File: config.mk
export PLATFORM = sky130hd
export DESIGN_NAME = hazard_ctrl
export DESIGN_NICKNAME = d
export VERILOG_FILES = /design/src/rtl/cpu_pkg.sv /design/src/rtl/sat_counter.sv /design/src/rtl/hazard_ctrl.sv
export SDC_FILE = /design/constraint.sdc
export NUM_CORES = 1
export LEC_CHECK = 0
export ABC_AREA = 1
export BUFFER_PORTS_ARGS = -buffer_cell sky130_fd_sc_hd__buf_4
export CORE_MARGIN = 3
export CORE_UTILIZATION = 55
export CTS_CLUSTER_DIAMETER = 40
export CTS_CLUSTER_SIZE = 14
export DETAILED_ROUTE_END_ITERATION = 8
export PLACE_DENSITY = 0.79
export SLEW_MARGIN = 5
export SYNTH_ARGS = -nofsm -noshare
export SYNTH_HDL_FRONTEND = slang
export SYNTH_SLANG_ARGS = --single-unit
File: constraint.sdc
create_clock -name clk -period 2.8 [get_ports clk]
set_input_delay 0.28 -clock clk [delete_from_list [all_inputs] [get_ports clk]]
set_output_delay 0.28 -clock clk [all_outputs]
set_load 0.02 [all_outputs]
File: src/rtl/cpu_pkg.sv
// Shared core definitions: sequencer states, architectural constants, register-compare helper.
package cpu_pkg;

   typedef enum logic [1:0] {
      RUN,
      REDIR,
      DWAIT
   } hz_state_e;

   localparam logic [4:0]  REG_ZERO = 5'd0;
   localparam logic [31:0] RESET_PC = 32'h8000_0000;

   // True when a used source register matches a real (non-$0) destination.
   function automatic logic src_hit(input logic used, input logic [4:0] src,
                                    input logic [4:0] dst);
      return used && (src == dst) && (dst != REG_ZERO);
   endfunction

endpackage

File: src/rtl/sat_counter.sv
// Saturating up-counter used for the pipeline performance counters.
module sat_counter #(
   parameter int unsigned WIDTH = 32
) (
   input  logic             clk,
   input  logic             reset,
   input  logic             clear,
   input  logic             inc,
   output logic [WIDTH-1:0] count
);

   // Count up on inc, stick at all-ones.
   always_ff @(posedge clk or posedge reset) begin
      if (reset) begin
         count <= '0;
      end else if (clear) begin
         count <= '0;
      end else if (inc && (count != '1)) begin
         count <= count + WIDTH'(1);
      end
   end

endmodule

File: src/rtl/hazard_ctrl.sv
// Pipeline sequencer: resolves load-use, redirect, mult/div, imem and dmem hazards and
// drives the PC / IF2ID / ID2EX controls plus stall and flush performance counters.
module hazard_ctrl
   import cpu_pkg::*;
#(
   parameter int unsigned REDIR_CYC = 1,
   parameter int unsigned MD_LAT    = 32,
   parameter int unsigned PERF_W    = 32
) (
   input  logic              clk,
   input  logic              reset,
   input  logic [4:0]        id_rs,
   input  logic [4:0]        id_rt,
   input  logic              id_use_rs,
   input  logic              id_use_rt,
   input  logic              id_md_op,
   input  logic              id_md_rd,
   input  logic              ex_memread,
   input  logic [4:0]        ex_rt,
   input  logic              br_taken,
   input  logic              imem_ready,
   input  logic              dmem_ready,
   input  logic              mem_req,
   output logic              wr_pc,
   output logic              wr_IF2ID,
   output logic              flush_IF2ID,
   output logic              flush_ID2EX,
   output logic              freeze_back,
   output logic              md_busy,
   output logic [PERF_W-1:0] stall_cnt,
   output logic [PERF_W-1:0] flush_cnt
);

   hz_state_e  state_q;
   hz_state_e  resume_q;
   hz_state_e  eff_state;
   logic       pending_q;
   logic [1:0] redir_cnt_q;
   logic [5:0] md_cnt_q;

   logic dwait;
   logic new_br;
   logic redirect;
   logic load_use;
   logic md_hz;
   logic md_issue;

   // Hazard detection; in DWAIT the state we will resume into decides redirect.
   always_comb begin
      eff_state = (state_q == DWAIT) ? resume_q : state_q;
      dwait     = mem_req && !dmem_ready;
      new_br    = br_taken || pending_q;
      redirect  = new_br || (eff_state == REDIR);
      load_use  = ex_memread && (src_hit(id_use_rs, id_rs, ex_rt) ||
                                 src_hit(id_use_rt, id_rt, ex_rt));
      md_busy   = (md_cnt_q != 6'd0);
      md_hz     = md_busy && (id_md_op || id_md_rd);
      md_issue  = id_md_op && !dwait && !redirect && !load_use && !md_hz;
   end

   // Prioritised pipeline controls; everything held low while in reset.
   always_comb begin
      wr_pc       = 1'b1;
      wr_IF2ID    = 1'b1;
      flush_IF2ID = 1'b0;
      flush_ID2EX = 1'b0;
      freeze_back = 1'b0;
      if (reset) begin
         wr_pc    = 1'b0;
         wr_IF2ID = 1'b0;
      end else if (dwait) begin
         wr_pc       = 1'b0;
         wr_IF2ID    = 1'b0;
         freeze_back = 1'b1;
      end else if (redirect) begin
         flush_IF2ID = 1'b1;
         flush_ID2EX = new_br;
      end else if (load_use || md_hz) begin
         wr_pc       = 1'b0;
         wr_IF2ID    = 1'b0;
         flush_ID2EX = 1'b1;
      end else if (!imem_ready) begin
         wr_pc       = 1'b0;
         flush_IF2ID = 1'b1;
      end
   end

   // Sequencer FSM, branch-pending bit, redirect countdown and mult/div occupancy.
   always_ff @(posedge clk or posedge reset) begin
      if (reset) begin
         state_q     <= RUN;
         resume_q    <= RUN;
         pending_q   <= 1'b0;
         redir_cnt_q <= 2'd0;
         md_cnt_q    <= 6'd0;
      end else if (dwait) begin
         // Freeze everything; remember a branch that resolved during the wait.
         pending_q <= pending_q || br_taken;
         if (state_q != DWAIT) begin
            resume_q <= state_q;
         end
         state_q <= DWAIT;
      end else begin
         pending_q <= 1'b0;
         if (new_br) begin
            if (REDIR_CYC > 1) begin
               state_q     <= REDIR;
               redir_cnt_q <= 2'(REDIR_CYC - 1);
            end else begin
               state_q <= RUN;
            end
         end else if (eff_state == REDIR) begin
            if (redir_cnt_q <= 2'd1) begin
               state_q     <= RUN;
               redir_cnt_q <= 2'd0;
            end else begin
               state_q     <= REDIR;
               redir_cnt_q <= redir_cnt_q - 2'd1;
            end
         end else begin
            state_q <= RUN;
         end
         if (md_issue) begin
            md_cnt_q <= 6'(MD_LAT);
         end else if (md_busy) begin
            md_cnt_q <= md_cnt_q - 6'd1;
         end
      end
   end

   sat_counter #(
      .WIDTH (PERF_W)
   ) u_stall_cnt (
      .clk   (clk),
      .reset (reset),
      .clear (1'b0),
      .inc   (!wr_pc),
      .count (stall_cnt)
   );

   sat_counter #(
      .WIDTH (PERF_W)
   ) u_flush_cnt (
      .clk   (clk),
      .reset (reset),
      .clear (1'b0),
      .inc   (flush_IF2ID),
      .count (flush_cnt)
   );

endmodule

==> results.tsv, run 1 <==
stage	metric	value	unit
finish	Layout area overhead	19.8	%
worst_setup_path	crit path to	flush_IF2ID	
power	Net Sw Power	1.04	mW
sta	final hold vios	0	
worst_setup_path	CP Cell Sequence	inv_1, ha_1, nand4_1, o21ai_1, nand2_1, nand2_2, buf_4, and3_1, buf_4	
floorplan	IO Pins	96	
yosys	Post-Syn Instances	763	
sta	Setup violations, final	0	
route	vias per cell	5.36	
route	ANT nets after route	0	
cts	H-tree lvl count	3	
flow_run	Max Cap Violations	0	
yosys	Post-synth EDFFs	0	
power	Pwr Total	3.13	mW
cts	PostCTS Resize Cnt	0	
sta	final period utilization	0.886	
sta	Tmin final	2480	ps
place	DP Area	0.00601	mm²
worst_setup_path	Worst setup SP type	register	
sta	actual slew at the worst max-slew pin	682	ps
outcome	outcome	completed	
sta	PnR worst setup slack	320	ps
route	final WL	12900	µm
worst_setup_path	flop-to-flop setup slack	460	ps
floorplan	die span in y	103	µm
cts	CTS sink count	77	
cts	clock buffer depth	2	
place	DP HPWL	9430	µm
worst_setup_path	CP max stage cell	dfrtp_1	
route	vias post-DR	5273	
worst_setup_path	Worst Reg-to-Reg Cells	10	
finish	fraction of layout cells with a size suffix above 1	0.175	
power	Net Sw Frac	0.331	
route	initial DRC count	394	
sta	Slew headroom	0.545	
sta	unrepaired setup endpoints after global routing	no	
worst_setup_path	CP Launch Point	md_cnt_q[0]	
global_routing	Remaining Overflow, GRT	0	
finish	antenna cells	0	
power	clock share of power	0.309	
power	peak supply drop	0.473	mV
sta	Clock Skew	15.3	ps
yosys	most frequent cell after synthesis	nand2_1	
route	DRC	0	
sta	max-slew violations	0	
global_routing	vias in the first global route	4790	
place	dpl cells	969	
yosys	yosys warns	0	
power	Comb pwr share	0.261	
finish	Nets	884	
worst_setup_path	RR Endpoint	u_flush_cnt.count[2]	
yosys	Syn Nets	793	
cts	Setup Buffers After CTS	0	
place	RD Place Congestion	0.915	
yosys	ys async rst share	1.00	
worst_setup_path	crit-path max cell delay	360	ps
global_routing	largest net degree at the start of global routing	44	
finish	final std cells w/o fill	984	
route	first-pass detailed-route iteration total	5	
place	number of buffers inserted by port buffering	95	
cts	root buf cell	clkbuf_8	
worst_setup_path	critical path fanouts, max	23	
yosys	Yosys reg bits	77	
min_path	HP Class	in2async	
yosys	Mapped Area	0.00521	mm²
finish	design area	0.00624	mm²
floorplan	die area	0.0107	mm²
yosys	Primary FF master, synth	dfrtp_1	
power	Int Pwr	2.10	mW
finish	Filler cells	742	
yosys	Seq/Total Area, Yosys	0.370	
worst_setup_path	most used cell, CP	buf_4	
cts	CTS tree	done	
yosys	Area contributors post-synth	dfrtp_1 (37%), nand2_1 (18%), nand4_1 (8.2%), inv_1 (8.1%), nand3_1 (5.0%)	
floorplan	initial core utilization	0.580	
floorplan	core area	0.00898	mm²
yosys	post-synth top area cell	dfrtp_1	
cts	Clock Pin Slew Worst Setup and Hold Paths	80	ps
global_routing	initial antenna violation count	0	
place	setup slack after placement	485	ps
power	Pleak	3.35	nW
cts	CTS Hold Bufs	0	
cts	CTS buffer count	9	
global_routing	Tot GR Track Use	0.247	
worst_setup_path	CP Capture Type	output pin	
power	Sequential Power Share	0.430	
yosys	Yosys top cell area share	0.370	
route	routed len/inst	13.1	µm
worst_setup_path	Arr. time, crit path	2200	ps
global_routing	global-route wire length before repair	21600	µm
power	Pwr Density	502	mW/mm²
floorplan	std cell rows	34	
sta	setup TNS	0	ps
cts	latest clock arrival within the worst-skew pair	350	ps
floorplan	DIE WIDTH	103	µm
worst_setup_path	worst setup path category	reg2out	
yosys	Mapped Avg Cell Area	6.82	µm²
worst_setup_path	data required time at the worst endpoint	2520	ps
sta	Max Freq	0.403	GHz
yosys	post-synth cell types	34	
worst_setup_path	R2R Path Start	md_cnt_q[0]	
yosys	Post-synth top cells	nand2_1 (256), inv_1 (112), dfrtp_1 (77)	
==> layout make-up <==
class / count / area [µm²] / share of cell area
Clock buffer: 12 / 155 / 0.0249
Clock inverter: 3 / 68.8 / 0.0110
Inverter: 120 / 450 / 0.0722
Multi-Input combinational cell: 542 / 2690 / 0.430
Sequential cell: 77 / 1930 / 0.309
Tap cell: 126 / 158 / 0.0253
Timing Repair Buffer: 104 / 793 / 0.127
==> flip-flops by register name, indices dropped and copies added (netlist names) <==
| signal | flops |
|---|---|
| pending_q | 1 |
| u_stall_cnt.count | 32 |
| redir_cnt_q | 2 |
| state_q | 2 |
| u_flush_cnt.count | 32 |
| resume_q | 2 |
| md_cnt_q | 6 |
==> critical path: cells and delay by family, from the launching register on <==
kind	cells	cell delay, ps
AND/OR/NAND/NOR	4	610
buffers and inverters	3	540
flip-flops	1	360
AO/OA/AOI/OAI	1	170
adder cells (fa/ha/maj)	1	160
==> how the worst min path moves through the flow <==
stage / end / slack (ps) / depth (start not counted)
after CTS: u_stall_cnt.count[25] / 70 / 3
after floorplan: pending_q / 450 / 2
final: u_stall_cnt.count[25] / 60 / 3
after global placement: state_q[1] / 440 / 3
after global routing: u_stall_cnt.count[15] / 110 / 3
after detailed placement: md_cnt_q[5] / 450 / 3
==> stage by stage <==
| stage | hold WS, ps | utilization |
|---|---|---|
| 2_1_floorplan | 446 | - |
| 3_3_place_gp | 437 | 0.670 |
| 3_5_place_dp | 452 | 0.670 |
| 4_1_cts | 73.4 | 0.695 |
| 5_1_grt | 105 | 0.695 |
| 6_report | 63.4 | 0.695 |
==> power groups by stage <==
stage,combinational [mW],sequential [mW],clock (mW)
finish,0.816,1.35,0.969
global placement,0.787,1.36,0
detailed placement,0.814,1.36,0
floorplan,0.485,1.42,0
CTS,0.820,1.34,0.981
global route,0.922,1.36,1.02
==> routing by layer <==
metal  vias to the layer above  track usage  wire [µm]  share of wire
met4                         0       0.0687        144          0.011
li1                       2615            -          -              -
met1                      2457        0.350       5830           0.45
met5                         -            0          0              0
met2                       184        0.397       6100           0.47
met3                        17       0.0362        789          0.061
==> cells in the final DEF (no fill, tap or decap), drive strengths merged <==
master and n:
a211oi 1, a21oi 5, and2 1, and3 1, buf 104, bufinv 2
clkbuf 12, clkinv 1, dfrtp 77, ha 4, inv 120, nand2 260
nand3 58, nand3b 11, nand4 68, nor2 67, nor3 24, o211ai 1
o21ai 12, or2 1, xnor2 3, xor2 25
==> cells by family after synthesis <==
logic type	count (synthesis)	share of synthesized area
adder cells (fa/ha/maj)	4	0.00961
flip-flops	77	0.370
buffers and inverters	144	0.114
AO/OA/AOI/OAI	19	0.0199
XOR/XNOR	28	0.0471
AND/OR/NAND/NOR	491	0.439
No activity file was read; power rests on OpenSTA's default activity.
==> run 2: changes to the inputs <==
--- a/config.mk
+++ b/config.mk
@@ -5,15 +5,15 @@
 export SDC_FILE = /design/constraint.sdc
 export NUM_CORES = 1
 export LEC_CHECK = 0
-export ABC_AREA = 1
 export BUFFER_PORTS_ARGS = -buffer_cell sky130_fd_sc_hd__buf_4
 export CORE_MARGIN = 3
 export CORE_UTILIZATION = 55
 export CTS_CLUSTER_DIAMETER = 40
 export CTS_CLUSTER_SIZE = 14
 export DETAILED_ROUTE_END_ITERATION = 8
-export PLACE_DENSITY = 0.79
+export PLACE_DENSITY = 0.81
 export SLEW_MARGIN = 5
 export SYNTH_ARGS = -nofsm -noshare
 export SYNTH_HDL_FRONTEND = slang
+export SYNTH_HIERARCHICAL = 1
 export SYNTH_SLANG_ARGS = --single-unit
==> results.tsv, run 2 <==
stage	metric	value	unit
global_routing	initial antenna violation count	0	
global_routing	global-route wire length before repair	18700	µm
min_path	Hold EP	redir_cnt_q[0]	
worst_setup_path	CP Capture Type	register	
yosys	Yosys top cell area share	0.447	
power	peak supply drop	0.287	mV
sta	PnR worst setup slack	-166	ps
cts	root buf cell	clkbuf_8	
place	setup slack after placement	-255	ps
worst_setup_path	R2R Path Start	md_cnt_q[2]	
route	vias per cell	6.11	
cts	Clock Pin Slew Worst Setup and Hold Paths	90	ps
sta	Tmin final	2970	ps
worst_setup_path	Worst setup SP type	register	
sta	max-slew violations	0	
finish	Layout area overhead	36.5	%
sta	Max Freq	0.337	GHz
min_path	hold path cells	3	
min_path	hold path startpoint	br_taken	
floorplan	std cell rows	31	
route	ANT nets after route	0	
power	Pwr Total	2.68	mW
global_routing	Tot GR Track Use	0.264	
cts	clock buffer depth	2	
sta	Slew headroom	0.394	
cts	CTS tree	done	
global_routing	grt met3 use	0.0550	
worst_setup_path	data required time at the worst endpoint	3080	ps
global_routing	global routing usage on met2	0.454	
yosys	Yosys reg bits	77	
sta	final period utilization	1.06	
cts	CTS buffer count	9	
route	final WL	12200	µm
worst_setup_path	critical path fanouts, max	6	
finish	commonest non-fill, non-tap cell in the layout	buf_4	
worst_setup_path	worst setup path category	reg2reg	
place	RD Place Congestion	0.810	
yosys	yosys warns	6	
floorplan	die area	0.00895	mm²
finish	Regs by FF count	u_flush_cnt/count: 32 flops, u_stall_cnt/count: 32 flops, md_cnt_q: 6 flops	
route	DRC	0	
yosys	Area contributors post-synth	dfrtp_1 (45%), a21oi_1 (7.3%), o31ai_1 (5.2%), or4_1 (5.0%), or3_1 (3.6%)	
worst_setup_path	Arr. time, crit path	3240	ps
global_routing	largest net degree at the start of global routing	33	
floorplan	DIE WIDTH	94.6	µm
route	routed len/inst	16.9	µm
route	initial DRC count	241	
worst_setup_path	RR Endpoint	u_flush_cnt/count[29]	
finish	design area	0.00589	mm²
floorplan	die span in y	94.6	µm
yosys	Post-synth top cells	dfrtp_1 (77), a21oi_1 (63), o31ai_1 (30)	
yosys	Mapped Area	0.00432	mm²
route	vias post-DR	4413	
route	first-pass detailed-route iteration total	8	
sta	unrepaired setup endpoints after global routing	yes	
finish	Filler cells	515	
finish	antenna cells	0	
place	DP Area	0.00539	mm²
yosys	Post-synth EDFFs	0	
finish	most frequent cells in the layout	buf_4 (139), dfrtp_1 (77), a21oi_1 (56)	
finish	Nets	648	
sta	Setup violations, final	8	
min_path	HP Class	in2reg	
cts	latest clock arrival within the worst-skew pair	360	ps
sta	Clock Skew	11.4	ps
worst_setup_path	flop-to-flop setup slack	-170	ps
global_routing	Most Used Layer, Global Route	met2	
outcome	outcome	finished, violations left	
yosys	post-synth top area cell	dfrtp_1	
yosys	Primary FF master, synth	dfrtp_1	
place	number of buffers inserted by port buffering	95	
sta	Hold WS	275	ps
yosys	Post-Syn Instances	468	
floorplan	IO Pins	96	
sta	actual slew at the worst max-slew pin	899	ps
worst_setup_path	CP Launch Point	md_cnt_q[2]	
flow_run	Max Cap Violations	0	
global_routing	global-route met1 utilization	0.337	
finish	final core occ	0.791	
cts	H-tree lvl count	3	
place	DP HPWL	8130	µm
finish	fraction of layout cells with a size suffix above 1	0.311	
floorplan	core area	0.00745	mm²
power	Pwr Density	455	mW/mm²
global_routing	Remaining Overflow, GRT	0	
floorplan	initial core utilization	0.579	
yosys	post-synth cell types	50	
sta	final hold vios	0	
yosys	ys async rst share	1.00	
yosys	Seq/Total Area, Yosys	0.447	
yosys	Mapped Avg Cell Area	9.22	µm²
cts	CTS sink count	77	
yosys	most frequent cell after synthesis	dfrtp_1	
power	Pleak	2.54	nW
global_routing	vias in the first global route	4003	
worst_setup_path	Worst Reg-to-Reg Cells	10	
outcome	failing checks	negative setup slack	
[run 2: cell types whose count changed after synthesis, moves of 17 or more]
cell     before  now
o21ai_0      10   27
o31ai_1       0   30
or3_1         0   25
a21oi_1       4   63
or4_1         0   29
nand3_1      52   22
nand4_1      68   16
nand2_1     256   29
nor2_1       61   19
xor2_1       25    2
inv_1       112   23
[run 2: cells by family (layout without fill, tap and decap cells)]
logic type      after synthesis  in the layout  synth area share
simple gates                182            183             0.250
compound gates              148            149             0.216
flops                        77             77             0.447
buf+inv                      38            182            0.0383
xor+xnor                     16             16            0.0325
fa+ha+maj                     4              4            0.0116
mux                           2              2           0.00464
other cells                   1             10          0.000869
[run 2: cell type report]
cell class                      instances  area [µm²]  share of cell area
Inverter                               24        90.1              0.0153
Multi-Input combinational cell        364        2450               0.416
Clock buffer                           11         151              0.0257
Clock inverter                          5        81.3              0.0138
Timing Repair Buffer                  142        1070               0.182
Tap cell                               99         124              0.0210
Sequential cell                        77        1930               0.327
[run 2: worst max-delay path by stage]
stage	to	slack, ps	depth (start not counted)
after floorplan	u_flush_cnt/count[19]	-130	10
after global placement	u_flush_cnt/count[25]	-180	10
after detailed placement	u_flush_cnt/count[25]	-250	10
after CTS	u_flush_cnt/count[25]	-6	10
after global routing	u_flush_cnt/count[29]	-290	10
final	u_flush_cnt/count[29]	-170	10
[run 2: timing repair]
action | 4_1_cts | 5_1_grt
setup endpoints to repair | 14 | 36
gates resized for setup | 5 | 27
pin swaps | 0 | 17
hold buffers | 1 | 0
cloned | 0 | 3
setup buffers | 0 | 10
hold endpoints to repair | 13 | 0
[run 2: layer usage]
metal | vias up | wire, µm
li1 | 2105 | -
met1 | 2133 | 5000
met2 | 153 | 6310
met3 | 22 | 666
met4 | 0 | 201
met5 | - | 0
[run 2: critical path, cell delays in order (launching register included)]
cell and delay [ps]:
dfrtp_1 420, nor3_2 240, and3b_2 270, nor2_4 50
a211oi_4 270, a21o_1 180, nand4_1 180, nor3_4 310
o311ai_4 200, or4_1 570, a21oi_1 200
[run 2: through the flow]
step / setup TNS, ps / cells
4_1_cts: -10.3 / 709
6_report: -451 / 722
2_1_floorplan: -418 / 477
5_1_grt: -2300 / 722
3_5_place_dp: -4170 / 692
3_3_place_gp: -1750 / 692
[run 2: power breakdown]
part	total, mW	internal [mW]	switching, mW	leakage, nW
combinational	0.488	0.248	0.240	1.37
sequential	1.22	1.17	0.0492	1.06
clock	0.979	0.552	0.426	0.116
total	2.68	1.97	0.715	2.54
